File: src/rtl/cpu_pkg.sv
// Shared CPU definitions: forwarding-mux encodings, the PC register index and
// the pipeline tracking slot layouts used by the hazard/forwarding controller.
package cpu_pkg;

  localparam int unsigned RegAw  = 4;
  localparam int unsigned PC_REG = 15;

  typedef enum logic [1:0] {
    FWD_RF  = 2'b00,
    FWD_ALU = 2'b01,
    FWD_LDR = 2'b10,
    FWD_PC  = 2'b11
  } fwd_sel_e;

  // ALU-result destinations retire at the end of EX, so only EX carries them.
  typedef struct packed {
    logic             v;
    logic             wa_en;
    logic [RegAw-1:0] wa_addr;
    logic             wl_en;
    logic [RegAw-1:0] wl_addr;
  } ex_slot_t;

  typedef struct packed {
    logic             v;
    logic             wl_en;
    logic [RegAw-1:0] wl_addr;
  } mem_slot_t;

endpackage

File: src/rtl/hazard_fwd_ctrl_if.sv
// Decode-side request and datapath-side control bundle of the hazard/forwarding
// controller; master is the decode/datapath side, slave is the controller.
interface hazard_fwd_ctrl_if #(
  parameter int unsigned AW    = 4,
  parameter int unsigned CNT_W = 16
);
  logic          dec_valid;
  logic [AW-1:0] dec_a_addr;
  logic          dec_a_use;
  logic [AW-1:0] dec_b_addr;
  logic          dec_b_use;
  logic [AW-1:0] dec_s_addr;
  logic          dec_s_use;
  logic          dec_wa_en;
  logic [AW-1:0] dec_wa_addr;
  logic          dec_wl_en;
  logic [AW-1:0] dec_wl_addr;
  logic          flush;

  logic [1:0]       sel_A_in;
  logic [1:0]       sel_B_in;
  logic [1:0]       sel_shift_in;
  logic             en_A;
  logic             en_B;
  logic             en_S;
  logic             stall;
  logic [CNT_W-1:0] stall_cnt;

  modport master (
    output dec_valid, dec_a_addr, dec_a_use, dec_b_addr, dec_b_use, dec_s_addr, dec_s_use,
           dec_wa_en, dec_wa_addr, dec_wl_en, dec_wl_addr, flush,
    input  sel_A_in, sel_B_in, sel_shift_in, en_A, en_B, en_S, stall, stall_cnt
  );

  modport slave (
    input  dec_valid, dec_a_addr, dec_a_use, dec_b_addr, dec_b_use, dec_s_addr, dec_s_use,
           dec_wa_en, dec_wa_addr, dec_wl_en, dec_wl_addr, flush,
    output sel_A_in, sel_B_in, sel_shift_in, en_A, en_B, en_S, stall, stall_cnt
  );
endinterface

File: src/rtl/fwd_match.sv
// Per-source forwarding resolver: picks the operand mux select for one source
// register and flags a load-use hazard that needs a bubble.
module fwd_match
  import cpu_pkg::*;
#(
  parameter int unsigned AW    = RegAw,
  parameter int unsigned PcReg = PC_REG
) (
  input  logic [AW-1:0] addr_i,
  input  logic          use_i,   // already qualified by valid, flush and reset
  input  logic          is_a_i,
  input  ex_slot_t      ex_slot_i,
  input  mem_slot_t     mem_slot_i,
  output fwd_sel_e      sel_o,
  output logic          stall_req_o
);

  always_comb begin
    sel_o       = FWD_RF;
    stall_req_o = 1'b0;
    if (use_i) begin
      if (addr_i == AW'(PcReg)) begin
        sel_o = is_a_i ? FWD_PC : FWD_RF;
      end else if (ex_slot_i.v && ex_slot_i.wl_en && ex_slot_i.wl_addr == addr_i) begin
        // Load data not available until end of MEM: bubble, select is don't-care.
        stall_req_o = 1'b1;
      end else if (ex_slot_i.v && ex_slot_i.wa_en && ex_slot_i.wa_addr == addr_i) begin
        sel_o = FWD_ALU;
      end else if (mem_slot_i.v && mem_slot_i.wl_en && mem_slot_i.wl_addr == addr_i) begin
        sel_o = FWD_LDR;
      end
    end
  end

endmodule

File: src/rtl/hazard_fwd_ctrl.sv
// Issue-stage hazard and forwarding controller: tracks in-flight writes in EX/MEM,
// drives operand forwarding selects and enables, and inserts load-use bubbles.
module hazard_fwd_ctrl
  import cpu_pkg::*;
#(
  parameter int unsigned AW     = RegAw,
  parameter int unsigned PC_REG = 15,
  parameter int unsigned CNT_W  = 16
) (
  input logic               clk,
  input logic               rst_n,
  hazard_fwd_ctrl_if.slave  bus
);

  ex_slot_t         ex_slot_q, ex_slot_d;
  mem_slot_t        mem_slot_q, mem_slot_d;
  logic [CNT_W-1:0] stall_cnt_q, stall_cnt_d;

  fwd_sel_e sel_a, sel_b, sel_s;
  logic     req_a, req_b, req_s;
  logic     qual, stall, issue;

  assign qual = rst_n & bus.dec_valid & ~bus.flush;

  fwd_match #(.AW(AW), .PcReg(PC_REG)) u_match_a (
    .addr_i      (bus.dec_a_addr),
    .use_i       (qual & bus.dec_a_use),
    .is_a_i      (1'b1),
    .ex_slot_i   (ex_slot_q),
    .mem_slot_i  (mem_slot_q),
    .sel_o       (sel_a),
    .stall_req_o (req_a)
  );

  fwd_match #(.AW(AW), .PcReg(PC_REG)) u_match_b (
    .addr_i      (bus.dec_b_addr),
    .use_i       (qual & bus.dec_b_use),
    .is_a_i      (1'b0),
    .ex_slot_i   (ex_slot_q),
    .mem_slot_i  (mem_slot_q),
    .sel_o       (sel_b),
    .stall_req_o (req_b)
  );

  fwd_match #(.AW(AW), .PcReg(PC_REG)) u_match_s (
    .addr_i      (bus.dec_s_addr),
    .use_i       (qual & bus.dec_s_use),
    .is_a_i      (1'b0),
    .ex_slot_i   (ex_slot_q),
    .mem_slot_i  (mem_slot_q),
    .sel_o       (sel_s),
    .stall_req_o (req_s)
  );

  assign stall = req_a | req_b | req_s;
  assign issue = qual & ~stall;

  assign bus.sel_A_in     = sel_a;
  assign bus.sel_B_in     = sel_b;
  assign bus.sel_shift_in = sel_s;
  assign bus.en_A         = issue;
  assign bus.en_B         = issue;
  assign bus.en_S         = issue;
  assign bus.stall        = stall;
  assign bus.stall_cnt    = stall_cnt_q;

  always_comb begin
    mem_slot_d = '{v: ex_slot_q.v, wl_en: ex_slot_q.wl_en, wl_addr: ex_slot_q.wl_addr};
    ex_slot_d  = '0;
    if (issue) begin
      ex_slot_d = '{v:       1'b1,
                    wa_en:   bus.dec_wa_en,
                    wa_addr: bus.dec_wa_addr,
                    wl_en:   bus.dec_wl_en,
                    wl_addr: bus.dec_wl_addr};
    end
    stall_cnt_d = stall_cnt_q;
    if (stall && stall_cnt_q != '1) begin
      stall_cnt_d = stall_cnt_q + 1'b1;
    end
  end

  always_ff @(posedge clk) begin
    if (!rst_n) begin
      ex_slot_q   <= '0;
      mem_slot_q  <= '0;
      stall_cnt_q <= '0;
    end else begin
      ex_slot_q   <= ex_slot_d;
      mem_slot_q  <= mem_slot_d;
      stall_cnt_q <= stall_cnt_d;
    end
  end

endmodule
File: src/flat_wrapper.sv
// flat-port wrapper written by rule: the top's interface ports become plain ports
module hazard_fwd_ctrl_flat import cpu_pkg::*;
#(
  parameter int unsigned AW     = RegAw,
  parameter int unsigned PC_REG = 15,
  parameter int unsigned CNT_W  = 16
)
  (clk, rst_n, bus_dec_valid, bus_dec_a_addr, bus_dec_a_use, bus_dec_b_addr, bus_dec_b_use, bus_dec_s_addr, bus_dec_s_use, bus_dec_wa_en, bus_dec_wa_addr, bus_dec_wl_en, bus_dec_wl_addr, bus_flush, bus_sel_A_in, bus_sel_B_in, bus_sel_shift_in, bus_en_A, bus_en_B, bus_en_S, bus_stall, bus_stall_cnt);
  hazard_fwd_ctrl_if #(.AW(AW), .CNT_W(CNT_W)) bus_i ();
  input logic clk;
  input logic rst_n;
  input wire logic [$bits(bus_i.dec_valid)-1:0] bus_dec_valid;
  input wire logic [$bits(bus_i.dec_a_addr)-1:0] bus_dec_a_addr;
  input wire logic [$bits(bus_i.dec_a_use)-1:0] bus_dec_a_use;
  input wire logic [$bits(bus_i.dec_b_addr)-1:0] bus_dec_b_addr;
  input wire logic [$bits(bus_i.dec_b_use)-1:0] bus_dec_b_use;
  input wire logic [$bits(bus_i.dec_s_addr)-1:0] bus_dec_s_addr;
  input wire logic [$bits(bus_i.dec_s_use)-1:0] bus_dec_s_use;
  input wire logic [$bits(bus_i.dec_wa_en)-1:0] bus_dec_wa_en;
  input wire logic [$bits(bus_i.dec_wa_addr)-1:0] bus_dec_wa_addr;
  input wire logic [$bits(bus_i.dec_wl_en)-1:0] bus_dec_wl_en;
  input wire logic [$bits(bus_i.dec_wl_addr)-1:0] bus_dec_wl_addr;
  input wire logic [$bits(bus_i.flush)-1:0] bus_flush;
  output wire logic [$bits(bus_i.sel_A_in)-1:0] bus_sel_A_in;
  output wire logic [$bits(bus_i.sel_B_in)-1:0] bus_sel_B_in;
  output wire logic [$bits(bus_i.sel_shift_in)-1:0] bus_sel_shift_in;
  output wire logic [$bits(bus_i.en_A)-1:0] bus_en_A;
  output wire logic [$bits(bus_i.en_B)-1:0] bus_en_B;
  output wire logic [$bits(bus_i.en_S)-1:0] bus_en_S;
  output wire logic [$bits(bus_i.stall)-1:0] bus_stall;
  output wire logic [$bits(bus_i.stall_cnt)-1:0] bus_stall_cnt;
  assign bus_i.dec_valid = bus_dec_valid;
  assign bus_i.dec_a_addr = bus_dec_a_addr;
  assign bus_i.dec_a_use = bus_dec_a_use;
  assign bus_i.dec_b_addr = bus_dec_b_addr;
  assign bus_i.dec_b_use = bus_dec_b_use;
  assign bus_i.dec_s_addr = bus_dec_s_addr;
  assign bus_i.dec_s_use = bus_dec_s_use;
  assign bus_i.dec_wa_en = bus_dec_wa_en;
  assign bus_i.dec_wa_addr = bus_dec_wa_addr;
  assign bus_i.dec_wl_en = bus_dec_wl_en;
  assign bus_i.dec_wl_addr = bus_dec_wl_addr;
  assign bus_i.flush = bus_flush;
  assign bus_sel_A_in = bus_i.sel_A_in;
  assign bus_sel_B_in = bus_i.sel_B_in;
  assign bus_sel_shift_in = bus_i.sel_shift_in;
  assign bus_en_A = bus_i.en_A;
  assign bus_en_B = bus_i.en_B;
  assign bus_en_S = bus_i.en_S;
  assign bus_stall = bus_i.stall;
  assign bus_stall_cnt = bus_i.stall_cnt;
  hazard_fwd_ctrl #(.AW(AW), .PC_REG(PC_REG), .CNT_W(CNT_W)) u_core (.clk(clk), .rst_n(rst_n), .bus(bus_i));
endmodule
File: config.mk
export PLATFORM = sky130hd
export DESIGN_NAME = hazard_fwd_ctrl_flat
export DESIGN_NICKNAME = d
export VERILOG_FILES = /design/src/rtl/cpu_pkg.sv /design/src/rtl/hazard_fwd_ctrl_if.sv /design/src/rtl/fwd_match.sv /design/src/rtl/hazard_fwd_ctrl.sv /design/src/flat_wrapper.sv
export SDC_FILE = /design/constraint.sdc
export NUM_CORES = 1
export LEC_CHECK = 0
export ABC_AREA = 0
export CAP_MARGIN = 20
export CORE_ASPECT_RATIO = 0.5
export CORE_UTILIZATION = 25
export DETAILED_ROUTE_END_ITERATION = 7
export PLACE_DENSITY_LB_ADDON = 0.2
export RECOVER_POWER = 25
export SLEW_MARGIN = 15
export SYNTH_ARGS = -nofsm -noshare
export SYNTH_HDL_FRONTEND = slang
export SYNTH_SLANG_ARGS = --single-unit
File: constraint.sdc
create_clock -name clk -period 2.3 [get_ports clk]
set_input_delay 0.345 -clock clk [delete_from_list [all_inputs] [get_ports clk]]
set_output_delay 0.345 -clock clk [all_outputs]
set_load 0.005 [all_outputs]
==> results.txt <==
* Worst flop-to-flop path endpoint: u_core.bus.stall_cnt[6]$_SDFFE_PN0P_
- TritonCTS built the clock tree.
- On the critical path the largest part of the delay comes from simple AND/OR/NAND/NOR gates.
- Clock tree synthesis selected as its root buffer the cell clkbuf_16.
- The smallest clock period supported by the final layout is computed as 2.22 ns.
* Power share of the sequential group: 42.5%
- Via total after detailed routing: 1847
- Count of state elements after synthesis: 33
- Relative contribution of combinational cells to total power: 11.4%
- Routed wire length: 5390 um
- The worst setup path is of the reg2out kind.
- The run finished with clean final reports.
* Cell accounting for the most synthesized area: dfxtp_1
- Critical path endpoint category: primary output
- Critical-path maximum fanout: 4
- The most critical setup path has its endpoint at bus_en_B.
- Counting both buffers and inverters, the worst setup path holds a total of 2.
* Clock buffer count from CTS: 5
- Vias in the first global route: 1820
- Routability-driven placement finished with a final weighted congestion of 0.879.
* Worst-margin pin slew: 0.519 ns
- Static Leakage: 0.00117 uW
* Share of the yosys chip area belonging to registers: 35.5%
- The die is 124 um wide.
- The post-route netlist has 20.9% of its cells at a drive strength greater than 1.
* Peak per-stage delay on the critical path: 0.37 ns
- Number of DRC violations after detailed routing: 0
- STA puts the critical path data arrival time at 1.87 ns.
- Switching fraction of total power: 23.0%
- Number of iterations in the first detailed-routing pass: 4
- Setup violations remaining at the end of the flow were counted as 0.
- Total of max-cap violations: 0
* Internal Pwr Total: 1070 uW
* Sink Count: 33
* Syn-to-layout area delta: 55.9%
- After global routing the overflow that remains totals 0.
- IR analysis of the VDD net gives a maximum drop of 0.000252 V.
- Synthesis produced a netlist whose cell count is 213.
- Global-route wire length before repair: 8820 um
* Vertical die dimension: 63.0 um
- For this design the total switching power over the nets is 318 uW.
- Summed over its instances, the top area cell type makes up 35.5% of the synthesized netlist area.
- The mapped netlist covers 1860 um^2.
- Number of buffers between clock root and the deepest sink: 2
* Headroom to the max-slew limit: 65.4%
- After clock tree synthesis, the flow added hold-fix buffers numbering 0.
- Routed wire per std cell: 13.7 um
* Syn_nets: 243
- Once the floorplan was initialized, standard cells occupied 26.8% of the core.
- GRT Util Overall: 14.9%
- Deepest level of the CTS H-tree: 2
* Drt first-iter violations: 132
* Post-synthesis async set-or-reset flop share: 0%
- Die area: 7810 um^2
* Path length in cells of the critical path: 7
- Share of total power in the clock network: 46.1%
- In this run the critical register-to-register path is launched from u_core.ex_slot_q[2]$_SDFF_PN0_.
- Fraction of the core area covered by cells at the end of the flow: 41.8%
* Final hold violation count: 0
- Of the available clock period, the critical path in the final layout requires 96.3%.
- Number of routed nets with antenna violations: 0
- Final Power: 1380 uW
- Synth top area cells: dfxtp_1 (36%), xnor2_1 (9.4%), xor2_1 (8.5%), nand3_1 (4.0%), and3_1 (3.7%)
* Number of placement rows: 21
* Clock latency on the worst-skew pair: 0.28 ns
- Total power divided by cell area: 477 nW/um^2
- Detailed Place HPWL: 4120 um
* Number of cells in the finished layout apart from fillers: 393
* Commonest cells in the netlist: dfxtp_1 (33), xnor2_1 (20), xor2_1 (18), nand3_1 (15), a21oi_1 (13)
- Synth Area per Inst: 8.73 um^2
- Final #Nets: 330
- The total area inside the core boundary comes to 6940 um^2.
* Worst hold path class: reg2reg
* Post-synth top flop: dfxtp_1
- Yosys Warn Count: 0
- 55 I/O pins were placed.
- Yosys mapped the design onto 36 distinct sky130hd cell types.
- The number of placed instances, taps included, is 378.
- WP data required: 1.96 ns
- For flop-to-flop paths, the worst setup slack is 0.11 ns.
- Crit path launch type: flip-flop
- Fmax: 0.451 GHz
* Post-detailed-route via-to-cell ratio: 4.70
- EDFF count, synth: 0
* Cell with the most instances after synthesis: dfxtp_1
- In this run the worst setup path begins at u_core.ex_slot_q[2]$_SDFF_PN0_.
- Critical-path top delay cell: dfxtp_4
* Number of buffers inserted by port buffering: 54
- Worst-path cell chain: xnor2_2 > nand3_2 > nor4_4 > buf_4 > a211oi_2 > and2_4 > dlygate4sd2_1
- The number of antenna violations at the first check in global routing is 0.
- Number of antenna repair diodes: 0
* Maximum number of pins on one net before global-route repair: 17
- The count of final max-slew check failures is 0.
- For the worst flop-to-flop path, the logic depth is 10.
* Aggregate negative setup slack: 0 ns
- Clock transition at path regs: 0.05 ns
- Across the routed clock network, the largest skew measured is 0.00577 ns.
==> routing by layer <==
metal | up-vias | part of all wire (%) | GRT usage (%)
met1 | 851 | 50 | 20.4
met4 | 0 | 0.63 | 3.13
met5 | - | 0 | 0
met3 | 4 | 4.9 | 5.20
li1 | 952 | - | -
met2 | 40 | 45 | 22.2
==> timing repair <==
item / CTS / global route
setup buffers: 4 / 2
resized for setup: 44 / 10
gates cloned: 1 / 0
pin swaps: 10 / 3
setup endpoints to repair: 13 / 2
==> worst min-delay path, delay by kind of cell (launching register included) <==
| family | cells | cell delay (ns) |
|---|---|---|
| compound gates | 2 | 0.13 |
| flops | 1 | 0.32 |
==> sequential cells by signal (all words and copies together), names as in the netlist <==
register / cells
u_core.bus.stall_cnt: 16
u_core.ex_slot_q: 11
u_core.mem_slot_q: 6
==> cells in the final DEF, fill, tap and decap left out, drive strengths merged, types with 9 or more instances in the layout <==
master         instances
buf                   33
dfxtp                 33
dlygate4sd2           22
clkdlybuf4s50         21
xnor2                 20
xor2                  18
nand3                 16
a21oi                 13
and3                  11
nand4                 10
or3                   10
nor2                   9
nor3                   9
clkbuf                 9
==> cell type report <==
cell class,count,area (um^2)
multi-input combinational,168,1190
sequential,33,673
timing repair buffer,88,764
clock buffer,6,129
fill,711,4040
clock inverter,2,10.0
inverter,4,15.0
tap,92,115
==> power by group through the flow <==
stage | combinational, uW | sequential, uW | clock [uW]
final | 158 | 588 | 638
after global routing | 172 | 589 | 682
after CTS | 156 | 590 | 655
after detailed placement | 162 | 602 | 0
after global placement | 160 | 602 | 0
after floorplan | 62.1 | 598 | 0
==> worst min-delay path by stage <==
| stage | cells after the start | slack, ns | startpoint | end |
|---|---|---|---|---|
| 2_1_floorplan | 1 | 0.47 | rst_n | u_core.mem_slot_q[0]$_SDFF_PN0_ |
| 3_3_place_gp | 2 | 0.47 | u_core.bus.stall_cnt[6]$_SDFFE_PN0P_ | u_core.bus.stall_cnt[6]$_SDFFE_PN0P_ |
| 3_5_place_dp | 2 | 0.50 | u_core.bus.stall_cnt[6]$_SDFFE_PN0P_ | u_core.bus.stall_cnt[6]$_SDFFE_PN0P_ |
| 4_1_cts | 2 | 0.51 | u_core.bus.stall_cnt[6]$_SDFFE_PN0P_ | u_core.bus.stall_cnt[6]$_SDFFE_PN0P_ |
| 5_1_grt | 2 | 0.52 | u_core.bus.stall_cnt[6]$_SDFFE_PN0P_ | u_core.bus.stall_cnt[6]$_SDFFE_PN0P_ |
| 6_report | 2 | 0.50 | u_core.bus.stall_cnt[6]$_SDFFE_PN0P_ | u_core.bus.stall_cnt[6]$_SDFFE_PN0P_ |
==> through the flow <==
| stage | instance area (um^2) | hold slack (ns) | setup slack (ns) |
|---|---|---|---|
| floorplan | 1860 | 0.472 | 0.266 |
| global placement | 2660 | 0.470 | -0.419 |
| detailed placement | 2660 | 0.497 | -0.456 |
| CTS | 2870 | 0.511 | 0.0679 |
| global route | 2900 | 0.518 | -0.00688 |
| finish | 2900 | 0.502 | 0.0844 |
==> cells by family after synthesis <==
logic type / count (synthesis) / share of synthesized area (%)
mux: 1 / 0.538
flops: 33 / 35.5
buf+inv: 12 / 3.84
compound gates: 33 / 10.9
xor+xnor: 38 / 17.9
fa+ha+maj: 1 / 0.673
simple gates: 95 / 30.6
No activity file was read; power rests on OpenSTA's default activity.
